File: config.mk
export PLATFORM = sky130hd
export DESIGN_NAME = seg7_scan_ctrl
export DESIGN_NICKNAME = d
export VERILOG_FILES = /design/src/rtl/seg7_pkg.sv /design/src/rtl/seg7_lz_mask.sv /design/src/rtl/seg7_scan_ctrl.sv
export SDC_FILE = /design/constraint.sdc
export NUM_CORES = 1
export LEC_CHECK = 0
export CAP_MARGIN = 5
export CELL_PAD_IN_SITES_DETAIL_PLACEMENT = 0
export CELL_PAD_IN_SITES_GLOBAL_PLACEMENT = 1
export CORE_ASPECT_RATIO = 0.6
export CORE_MARGIN = 2
export CORE_UTILIZATION = 49
export DETAILED_ROUTE_END_ITERATION = 8
export PLACE_DENSITY = 0.84
export SETUP_SLACK_MARGIN = 0.2
export SLEW_MARGIN = 20
export SYNTH_ARGS = -nofsm -noshare
export SYNTH_HDL_FRONTEND = slang
export SYNTH_SLANG_ARGS = --single-unit
export TNS_END_PERCENT = 1
File: constraint.sdc
create_clock -name clk -period 5.9 [get_ports clk]
set_clock_uncertainty 0.1 [all_clocks]
set_input_delay 0.59 -clock clk [delete_from_list [all_inputs] [get_ports clk]]
set_output_delay 0.59 -clock clk [all_outputs]
set_load 0.01 [all_outputs]
File: src/rtl/seg7_pkg.sv
// Shared constants and glyph decode for the multiplexed 7-segment scanner.
// Glyphs are active-high; seg[0]=CA .. seg[6]=CG.
package seg7_pkg;

  localparam logic [6:0] SEG_BLANK = 7'h00;

  function automatic logic [6:0] hex_to_seg(input logic [3:0] h);
    logic [6:0] s;
    case (h)
      4'h0:    s = 7'h3f;
      4'h1:    s = 7'h06;
      4'h2:    s = 7'h5b;
      4'h3:    s = 7'h4f;
      4'h4:    s = 7'h66;
      4'h5:    s = 7'h6d;
      4'h6:    s = 7'h7d;
      4'h7:    s = 7'h07;
      4'h8:    s = 7'h7f;
      4'h9:    s = 7'h6f;
      4'ha:    s = 7'h77;
      4'hb:    s = 7'h7c;
      4'hc:    s = 7'h39;
      4'hd:    s = 7'h5e;
      4'he:    s = 7'h79;
      default: s = 7'h71;
    endcase
    return s;
  endfunction

endpackage

File: src/rtl/seg7_lz_mask.sv
// Leading-zero mask: bit k set when digit k and every higher digit are zero.
// Digit 0 is never masked so a zero value still shows a single "0".
module seg7_lz_mask #(
  parameter int unsigned N_DIGITS = 4
) (
  input  logic [4*N_DIGITS-1:0] digits,
  input  logic                  en,
  output logic [N_DIGITS-1:0]   mask
);

  always_comb begin
    logic zero_run;
    mask     = '0;
    zero_run = en;
    for (int k = int'(N_DIGITS) - 1; k >= 1; k--) begin
      zero_run = zero_run && (digits[4*k +: 4] == 4'h0);
      mask[k]  = zero_run;
    end
  end

endmodule

File: src/rtl/seg7_scan_ctrl.sv
// N-digit multiplexed 7-segment scanner with double-buffered loading, PWM brightness,
// per-digit blink and leading-zero suppression. All pins are registered.
module seg7_scan_ctrl
  import seg7_pkg::*;
#(
  parameter int unsigned N_DIGITS     = 4,
  parameter int unsigned SLOT_LOG2    = 16,
  parameter int unsigned BRIGHT_W     = 3,
  parameter int unsigned BLINK_FRAMES = 64,
  parameter bit          ACTIVE_LOW   = 1'b1
) (
  input  logic                        clk,
  input  logic                        rst,
  input  logic                        load,
  input  logic [4*N_DIGITS-1:0]       digits,
  input  logic [N_DIGITS-1:0]         dp,
  input  logic [N_DIGITS-1:0]         blink_en,
  input  logic                        lz_supp,
  input  logic [BRIGHT_W-1:0]         bright,
  output logic [N_DIGITS-1:0]         an,
  output logic [6:0]                  seg,
  output logic                        dp_n,
  output logic [$clog2(N_DIGITS)-1:0] digit_idx,
  output logic                        frame_done
);

  localparam int unsigned IDX_W = $clog2(N_DIGITS);
  localparam int unsigned FC_W  = (BLINK_FRAMES > 1) ? $clog2(BLINK_FRAMES) : 1;
  localparam logic [IDX_W-1:0] LAST_IDX = IDX_W'(N_DIGITS - 1);
  localparam logic [FC_W-1:0]  LAST_FC  = FC_W'(BLINK_FRAMES - 1);
  localparam logic POL = ACTIVE_LOW;

  logic [SLOT_LOG2-1:0]  slot_q, slot_d;
  logic [IDX_W-1:0]      cur_q, cur_d;
  logic [FC_W-1:0]       fcnt_q, fcnt_d;
  logic                  phase_q, phase_d;
  logic                  slot_wrap, frame_wrap;

  logic [4*N_DIGITS-1:0] pend_digits_q, act_digits_q;
  logic [N_DIGITS-1:0]   pend_dp_q, act_dp_q;
  logic [N_DIGITS-1:0]   pend_blink_q, act_blink_q;
  logic                  pend_lz_q, act_lz_q;
  logic [N_DIGITS-1:0]   lz_mask;

  logic [N_DIGITS-1:0]   an_d, an_q;
  logic [6:0]            seg_d, seg_q;
  logic                  dp_d, dp_q;
  logic [IDX_W-1:0]      idx_q;
  logic                  fdone_q;

  assign slot_wrap  = &slot_q;
  assign frame_wrap = slot_wrap && (cur_q == LAST_IDX);

  // Scan and blink counters.
  always_comb begin
    slot_d  = slot_q + 1'b1;
    cur_d   = cur_q;
    fcnt_d  = fcnt_q;
    phase_d = phase_q;
    if (slot_wrap) begin
      cur_d = frame_wrap ? '0 : cur_q + 1'b1;
    end
    if (frame_wrap) begin
      if (fcnt_q == LAST_FC) begin
        fcnt_d  = '0;
        phase_d = ~phase_q;
      end else begin
        fcnt_d = fcnt_q + 1'b1;
      end
    end
  end

  always_ff @(posedge clk or posedge rst) begin
    if (rst) begin
      slot_q  <= '0;
      cur_q   <= '0;
      fcnt_q  <= '0;
      phase_q <= 1'b0;
    end else begin
      slot_q  <= slot_d;
      cur_q   <= cur_d;
      fcnt_q  <= fcnt_d;
      phase_q <= phase_d;
    end
  end

  // A load coinciding with the frame wrap is forwarded straight into the active copy.
  always_ff @(posedge clk or posedge rst) begin
    if (rst) begin
      pend_digits_q <= '0;
      pend_dp_q     <= '0;
      pend_blink_q  <= '0;
      pend_lz_q     <= 1'b0;
      act_digits_q  <= '0;
      act_dp_q      <= '0;
      act_blink_q   <= '0;
      act_lz_q      <= 1'b0;
    end else begin
      if (load) begin
        pend_digits_q <= digits;
        pend_dp_q     <= dp;
        pend_blink_q  <= blink_en;
        pend_lz_q     <= lz_supp;
      end
      if (frame_wrap) begin
        act_digits_q <= load ? digits   : pend_digits_q;
        act_dp_q     <= load ? dp       : pend_dp_q;
        act_blink_q  <= load ? blink_en : pend_blink_q;
        act_lz_q     <= load ? lz_supp  : pend_lz_q;
      end
    end
  end

  seg7_lz_mask #(
    .N_DIGITS (N_DIGITS)
  ) u_lz_mask (
    .digits (act_digits_q),
    .en     (act_lz_q),
    .mask   (lz_mask)
  );

  always_comb begin
    logic [3:0]          cur_digit;
    logic                cur_dp, cur_blink, cur_sup, lit, show;
    logic [N_DIGITS-1:0] an_sel;
    cur_digit = '0;
    cur_dp    = 1'b0;
    cur_blink = 1'b0;
    cur_sup   = 1'b0;
    an_sel    = '0;
    for (int k = 0; k < int'(N_DIGITS); k++) begin
      if (cur_q == IDX_W'(k)) begin
        cur_digit = act_digits_q[4*k +: 4];
        cur_dp    = act_dp_q[k];
        cur_blink = act_blink_q[k];
        cur_sup   = lz_mask[k];
        an_sel[k] = 1'b1;
      end
    end
    // Slot cycle 0 is a ghost guard so adjacent digits never overlap.
    lit   = (slot_q[SLOT_LOG2-1 -: BRIGHT_W] <= bright) && (slot_q != '0);
    show  = lit && !(phase_q && cur_blink) && (!cur_sup || cur_dp);
    an_d  = show ? an_sel : '0;
    seg_d = (show && !cur_sup) ? hex_to_seg(cur_digit) : SEG_BLANK;
    dp_d  = show && cur_dp;
  end

  always_ff @(posedge clk or posedge rst) begin
    if (rst) begin
      an_q    <= {N_DIGITS{POL}};
      seg_q   <= {7{POL}};
      dp_q    <= POL;
      idx_q   <= '0;
      fdone_q <= 1'b0;
    end else begin
      an_q    <= an_d ^ {N_DIGITS{POL}};
      seg_q   <= seg_d ^ {7{POL}};
      dp_q    <= dp_d ^ POL;
      idx_q   <= cur_q;
      fdone_q <= frame_wrap;
    end
  end

  assign an         = an_q;
  assign seg        = seg_q;
  assign dp_n       = dp_q;
  assign digit_idx  = idx_q;
  assign frame_done = fdone_q;

endmodule

# --- Word-level counts from Yosys, hierarchy flattened ---
# Memories as Yosys holds them, arrays and structs flattened.
# Index checks and enable logic that the tools add are counted.
# W data, S select, Z words.
classes:
  add_sub_neg: 3
  multipliers: 0
  div: 0
  order_cmp: 1
  eq_ne: 4
  shift: 0
  mux: 27
  bitwise: 4
  reduce_logical: 20
op_table:
  columns: ["operator", "n"]
  rows:
  - ["$mux W4", 7]
  - ["$add A16 B1 Y16 const B", 1]
  - ["$mux W1", 16]
  - ["$mux W16", 1]
  - ["$reduce_and A16 Y1", 1]
  - ["$reduce_bool A16 Y1", 1]
  - ["$logic_not A4 Y1", 3]
  - ["$logic_and A1 B1 Y1", 10]
  - ["$mux W7", 1]
  - ["$not A7 Y7", 1]
  - ["$add A6 B1 Y6 const B", 1]
  - ["$eq A6 B6 Y1 const B", 1]
  - ["$mux W6", 1]
  - ["$eq A2 B2 Y1 const B", 2]
  - ["$not A4 Y4", 1]
  - ["$le A3 B3 Y1", 1]
  - ["$add A2 B1 Y2 const B", 1]
  - ["$eq A2 B1 Y1 const B", 1]
  - ["$logic_not A1 Y1", 2]
  - ["$logic_not A2 Y1", 1]
  - ["$mux W2", 1]
  - ["$not A1 Y1", 2]
  - ["$reduce_and A2 Y1", 1]
  - ["$logic_or A1 B1 Y1", 1]
word_totals:
  ff_bits: 90
  latch_bits: 0
  ramBits: 0
  mem_bits_ro: 112
  input_bits: 31
  elab_cells: 77
  n_memories: 1
mem_list:
  columns: ["memory", "depth", "word_bits", "read_ports", "rd_ports_with_merged_regs", "write_ports", "line_no", "rtl"]
  rows:
  - ["(name not given)", 16, 7, 1, 0, 0, "seg7_pkg.sv:9", "case (h)"]

# --- Logic depth before layout (Yosys ltp) ---
# Gate-level depths: netlist of the first run.
logic_depth:
  depth_word: 13
  mapped_depth: 12
  depth_no_buf: 11

# --- Modules after synthesis ---
# From an unflattened synthesis of the first run, not the netlist that was laid out.
unflattened:
  hier_cells: 326
  area_unflattened_um2: 4179.0
by_module_without_submodules:
  columns: ["module", "n_inst", "cells_each", "area_per_inst_um2", "seq_area_each_um2"]
  rows:
  - ["seg7_scan_ctrl", 1, 318, 4121.5, 2267.2]
  - ["seg7_lz_mask", 1, 8, 57.6, 0.0]

# --- Least setup slack after synthesis of the first run ---
# No wires, ideal clock.
synth_timing:
  kind: "reg-to-reg"
  from: "register cur_q[0]"
  to: "register seg_q[3], in the netlist seg[3]"
  setup_ns: 0.095
  t_arrival_ns: 2.222
  path_slack_ns: 3.484
  stages_incl_launch_ff: 12
  n_path_buf: 1
  path_cell_list: "dfrtp_1 -> inv_1 -> ha_1 -> buf_2 -> inv_1 -> o311ai_1 -> inv_1 -> ha_1 -> inv_1 -> a21oi_1 -> a211oi_1 -> o21ai_1"
synth_between:
  elab_chain_cells: 12
  elab_cells_between_ends: 29
  cone_classes: "eq/ne: 3; mux: 16; bitwise: 1; reduce/logical: 8; memory: 1"
synth_lines:
  columns: ["item", "line_no", "rtl"]
  rows:
  - ["start: declaration", "seg7_scan_ctrl.sv:34", "logic [IDX_W-1:0] cur_q, cur_d;"]
  - ["start signal: assignment", "seg7_scan_ctrl.sv:81", "cur_q <= cur_d;"]
  - ["branches (longest 10 deep; another with $mem_v2 Z16 W7)", null, null]
  - ["$mux W7 (*)", "seg7_scan_ctrl.sv:144", "seg_d = (show && !cur_sup) ? hex_to_seg(cur_digit) : SEG_BLANK;"]
  - ["$not A7 Y7 (no source line) (*)", null, null]
  - ["end signal: assignment", "seg7_scan_ctrl.sv:151", "seg_q <= {7{POL}};"]
  - ["end signal: assignment", "seg7_scan_ctrl.sv:157", "seg_q <= seg_d ^ {7{POL}};"]
  - ["end: declaration", "seg7_scan_ctrl.sv:46", "logic [6:0] seg_d, seg_q;"]
# Every way passes the cells marked *.
# A chain may end at the register's enable or synchronous reset.

# --- Worst setup path after layout of the first run ---
# Ends and elaborated chain as after synthesis.

==> impl_metrics.tcl, run 1 <==
set metrics [dict create \
    gp_congestion 0.858 \
    cts_buffer_depth 2 \
    period_needed_ns 2.89 \
    postCtsSetupRepairBufs 0 \
    startpoint_type "flip-flop" \
    yosys-top-cells-area "dfrtp_1 (47%), mux2_2 (13%), dfstp_2 (7.6%)" \
    cts_buffers 9 \
    placed_area_sq_um 4700 \
    drtIter0Drc 214 \
    drc 0 \
    ys_seq_area_frac 0.548 \
    p_total_w 0.00130 \
    grt_max_degree 91 \
    post-synth-top-count-cell "dfrtp_1" \
    rows 25 \
    hpwl_mm 5.80 \
    post-route-util 0.624 \
    grt_first_pass_wirelength_mm 13.7 \
    maxSlewViolCount 0 \
    layout-drive-gt1-share 0.219 \
    clkTransAtPathRegs_ns 0.06 \
    clk_latency_ns 0.34 \
    fmax_mhz 347 \
    path_max_fanout 8 \
    vias_per_cell 5.28 \
    worstPathRequired_ns 6.05 \
    htreeDepth 3 \
    die-width_um 123 \
    timing_worst_setup_path_type "reg2reg" \
    cts.repair.resized 0 \
    synth-seq-cells 90 \
    antenna_found_initial 0 \
    n_antenna_cell 0 \
    powerDensity_nw_per_um2 259 \
    vias 2671 \
    rsz0062_at_grt "false" \
    chipHeight_um 75.2 \
    grt_pass1_vias 2604 \
    post_drt_wl_per_cell_um 16.3 \
    yosysUniqueCellTypes 49 \
    synth_cells 345 \
    slew_headroom 0.339 \
    arrival_ns 3.04 \
    cts_hold_buf 0 \
    worstMarginPinSlew_ns 0.976 \
    vdd_drop_max_mv 0.142 \
    cts_tree "done" \
    start_util 0.515 \
    die_area_sq_um 9220 \
    synthArstFlopShare 1.00 \
    finalHoldViolations 0 \
    synth_top_area_cell "dfrtp_1" \
    fin_crit_sh 0.489 \
    ys.flop_type "dfrtp_1" \
    final_area_sq_um 5010 \
    nFillCells 623 \
    status "complete, no violations" \
    syn_area_sq_um 4140 \
    design.portCount 46 \
    synth_top_area_share 0.472 \
    syn_nets 392 \
    synth_edf_count 0 \
    end_kind "flip-flop" \
    p_leak_nw 2.22 \
    core_area_sq_um 8040 \
    fin_setup_tns_ns 0 \
    groute.usage.overall 0.203 \
    dr.pass1.iters 4 \
    synth_common_cells "dfrtp_1 (78), mux2_2 (48), nand2_1 (34)" \
    synthToLayoutAreaGrowth_pct 21.1 \
    cap_violations 0 \
    setup_violations 0 \
    cts_root_buf "clkbuf_16" \
    wl_mm 8.23 \
    overflow 0 \
    avgSynthCellArea_sq_um 12.0 \
    clock-sinks 90 \
    layout.nets 440 \
    ant_nets 0 \
    numPortBuffers 45 \
    yosysWarnings 0 \
    hold_path.class "reg2reg" \
]
path summary, 6_finish.rpt:
path | startpoint | slack [ns] | to | cells after the start
max reg2reg | cur_q[0] | 3.01 | seg[3] | 10
max in group asynchronous | rst | 4.48 | pend_digits_q[7] | 3
max | cur_q[0] | 3.01 | seg[3] | 10
min reg2reg | cur_q[1] | 0.37 | digit_idx[1] | 0
min | cur_q[1] | 0.37 | digit_idx[1] | 0
min in group asynchronous | rst | 0.66 | slot_q[2] | 3
placed cells by master (no fill, tap or decap), drive strengths merged, types with 5 or more instances in the layout:
cell type / instances
and3: 7
dfstp: 12
nor2b: 5
clkdlybuf4s50: 45
dfrtp: 78
o211ai: 5
mux2: 50
nand3: 16
inv: 17
ha: 16
clkbuf: 13
o21ai: 14
a21oi: 5
xnor2: 11
nand2: 34
nor3: 6
xor2: 6
nor2: 9
through the flow:
step | setup slack [ns] | cells | hold slack [ns]
3_3_place_gp | 3.16 | 490 | 0.340
5_1_grt | 2.75 | 506 | 0.374
2_1_floorplan | 2.89 | 345 | 0.315
6_report | 3.01 | 506 | 0.365
4_1_cts | 3.02 | 506 | 0.359
3_5_place_dp | 3.10 | 490 | 0.346
metal layers:
metal,vias to the layer above,part of all wire,track usage,routed length [um]
li1,1310,-,-,-
met1,1291,0.54,0.311,4480
met2,58,0.39,0.278,3240
met3,12,0.045,0.0538,374
met4,0,0.016,0.0728,130
met5,-,0,0,0
cell type report:
type	instances	area, sq um	share of cell area
Sequential cell	90	2270	0.452
Multi-Input combinational cell	227	1760	0.351
Timing Repair Buffer	48	477	0.0951
Clock buffer	13	260	0.0519
Tap cell	108	135	0.0270
Inverter	17	65.1	0.0130
Clock inverter	3	46.3	0.00924
cell families (layout without fill, tap and decap cells):
group,Yosys count,in the layout,share of synthesized area
and+or+nand+nor,100,100,0.131
xor gates and xnor gates,17,17,0.0360
DFF,90,90,0.548
AOI/OAI and AO/OA,43,43,0.0701
muxes,51,51,0.138
buffers and inverters,28,81,0.0281
adders and majority gates,16,16,0.0484
critical path, cell delays in order (launching register included):
cell and delay [ns]:
dfrtp_1 0.44, inv_1 0.11, ha_1 0.31, inv_1 0.09
o311ai_1 0.84, inv_1 0.17, ha_1 0.30, inv_1 0.08
a21oi_1 0.04, a211oi_1 0.21, o21ai_1 0.08
registers in the layout (all words and copies together), names as in the netlist, 2 cells and up:
register and count:
act_blink_q 4, act_digits_q 16, act_dp_q 4, an 4
cur_q 2, digit_idx 2, fcnt_q 6, pend_blink_q 4
pend_digits_q 16, pend_dp_q 4, seg 7, slot_q 16
power breakdown:
part	internal, W	switching, W
logic	0.0000389	0.0000316
clock network	0.000353	0.000231
registers	0.000637	0.00000434
total	0.00103	0.000267
Power figures use the tool's default switching activity.
==> run 2: changes to the inputs <==
- CORE_UTILIZATION: 49 -> 41
- PLACE_DENSITY: 0.84 -> 0.75
- clock period: 5.9 -> 2.5 ns (I/O delays scaled with it)
==> impl_metrics.tcl, run 2 (synthesis gave the netlist of run 1 again) <==
set metrics [dict create \
    core_area_sq_um 9840 \
    cts_buffer_depth 2 \
    timing_worst_setup_path_type "reg2reg" \
    top_regs "act_digits_q (16), pend_digits_q (16), slot_q (16)" \
    die_area_sq_um 10900 \
    die-width_um 134 \
    arrival_ns 2.34 \
    start_util 0.420 \
    design.portCount 46 \
    fin_setup_tns_ns 0 \
    fmax_mhz 461 \
    worstPathRequired_ns 2.66 \
    cap_violations 0 \
    worstMarginPinSlew_ns 0.690 \
    maxSlewViolCount 0 \
    finalHoldViolations 0 \
    layout-drive-gt1-share 0.278 \
    critPathTopFamily "compound AO/OA/AOI/OAI gates" \
    rr_endpoint "seg[3]" \
    worstSetupPathDepth 9 \
    hpwl_mm 6.02 \
    hold_path.class "in2async" \
    layout.nets 455 \
    grt_max_degree 91 \
    status "complete, no violations" \
    period_needed_ns 2.17 \
    n_antenna_cell 0 \
    vdd_drop_max_mv 0.306 \
    path_max_fanout 10 \
    clk_latency_ns 0.34 \
    startpoint "cur_q[0]" \
    reg2reg_from "cur_q[0]" \
    cpPeakStageDelay_ns 0.45 \
    fin_crit_sh 0.868 \
    vias 2752 \
    critical_path_buf_inv_count 2 \
    post_drt_wl_per_cell_um 15.6 \
    dr.pass1.iters 4 \
    setup_violations 0 \
    cts_buffers 9 \
    clkTransAtPathRegs_ns 0.06 \
    placed_area_sq_um 4830 \
    p_leak_nw 2.29 \
    path_cells "buf_4 -> ha_4 -> o211ai_1 -> o311ai_2 -> buf_4 -> ha_1 -> o21ai_1 -> and3_1 -> o21ai_1" \
    gp_congestion 0.814 \
    chipHeight_um 81.8 \
    r2r_cells 9 \
    slew_headroom 0.535 \
    rows 28 \
    layout_common_cells "dfrtp_1 (76), mux2_2 (48), clkdlybuf4s50_1 (45)" \
    end_kind "flip-flop" \
    drc 0 \
    r2r_setup_slack_ns 0.33 \
    drtIter0Drc 214 \
    cts_root_buf "clkbuf_16" \
    antenna_found_initial 0 \
    slowest_stage "dfrtp_2" \
    cts_tree "done" \
    groute.usage.overall 0.171 \
    clock-sinks 90 \
    grt_first_pass_wirelength_mm 14.1 \
    synthToLayoutAreaGrowth_pct 27.0 \
    startpoint_type "flip-flop" \
    htreeDepth 3 \
    cts_hold_buf 0 \
    powerDensity_nw_per_um2 588 \
    wl_mm 8.55 \
    rsz0062_at_grt "false" \
    vias_per_cell 5.02 \
    final_area_sq_um 5260 \
    grt_pass1_vias 2663 \
    overflow 0 \
    mostFrequentLayoutCell "dfrtp_1" \
    endpoint "seg[3]" \
    numPortBuffers 45 \
    ant_nets 0 \
    nFillCells 842 \
]
-- run 2: worst min path at each step --
stage,to,slack [ns],depth (start not counted)
final,pend_digits_q[1],0.30,3
after detailed placement,digit_idx[1],0.35,0
after global routing,pend_digits_q[1],0.35,3
after global placement,digit_idx[1],0.33,0
after floorplan,pend_blink_q[2],0.31,1
after CTS,pend_digits_q[1],0.33,3
-- run 2: metrics by stage --
stage	setup slack [ns]	hold slack (ns)	std cells	power [W]	util
final	0.329	0.295	548	0.00309	0.534
after global routing	0.186	0.346	548	0.00321	0.534
after CTS	0.202	0.331	543	0.00313	0.522
after detailed placement	0.0784	0.350	527	0.00172	0.490
after global placement	0.176	0.333	527	0.00171	0.490
after floorplan	0.0835	0.314	345	0.00163	-
-- run 2: repair_timing --
item,in CTS,in global routing
buffers inserted,0,5
pin swaps,0,6
resized for setup,2,19
setup endpoints to repair,1,7
-- run 2: cell type report --
type                       instances  area, sq um  area share
tap                              135          169      0.0321
clock inverter                     3         67.6      0.0129
sequential                        90         2270       0.432
inverter                          17         70.1      0.0133
timing repair buffer              63          598       0.114
multi-input combinational        227         1840       0.350
clock buffer                      13          240      0.0457
-- run 2: power by group --
part	switching, W	total [W]	internal, W
Sequential	0.0000111	0.00152	0.00150
Clock	0.000526	0.00140	0.000877
Combinational	0.0000760	0.000171	0.0000946
-- run 2: metal layers --
| layer | vias up | share of wire | global-route usage |
|---|---|---|---|
| met5 | - | 0 | 0 |
| met4 | 0 | 0.0096 | 0.0447 |
| met3 | 10 | 0.046 | 0.0506 |
| met2 | 57 | 0.41 | 0.239 |
| met1 | 1344 | 0.53 | 0.258 |
| li1 | 1341 | - | - |
-- run 2: tightest hold or removal path, stage by stage --
cell	delay, ns
clkdlybuf4s50_1	0.45
clkinvlp_4	0.10
buf_12	0.37
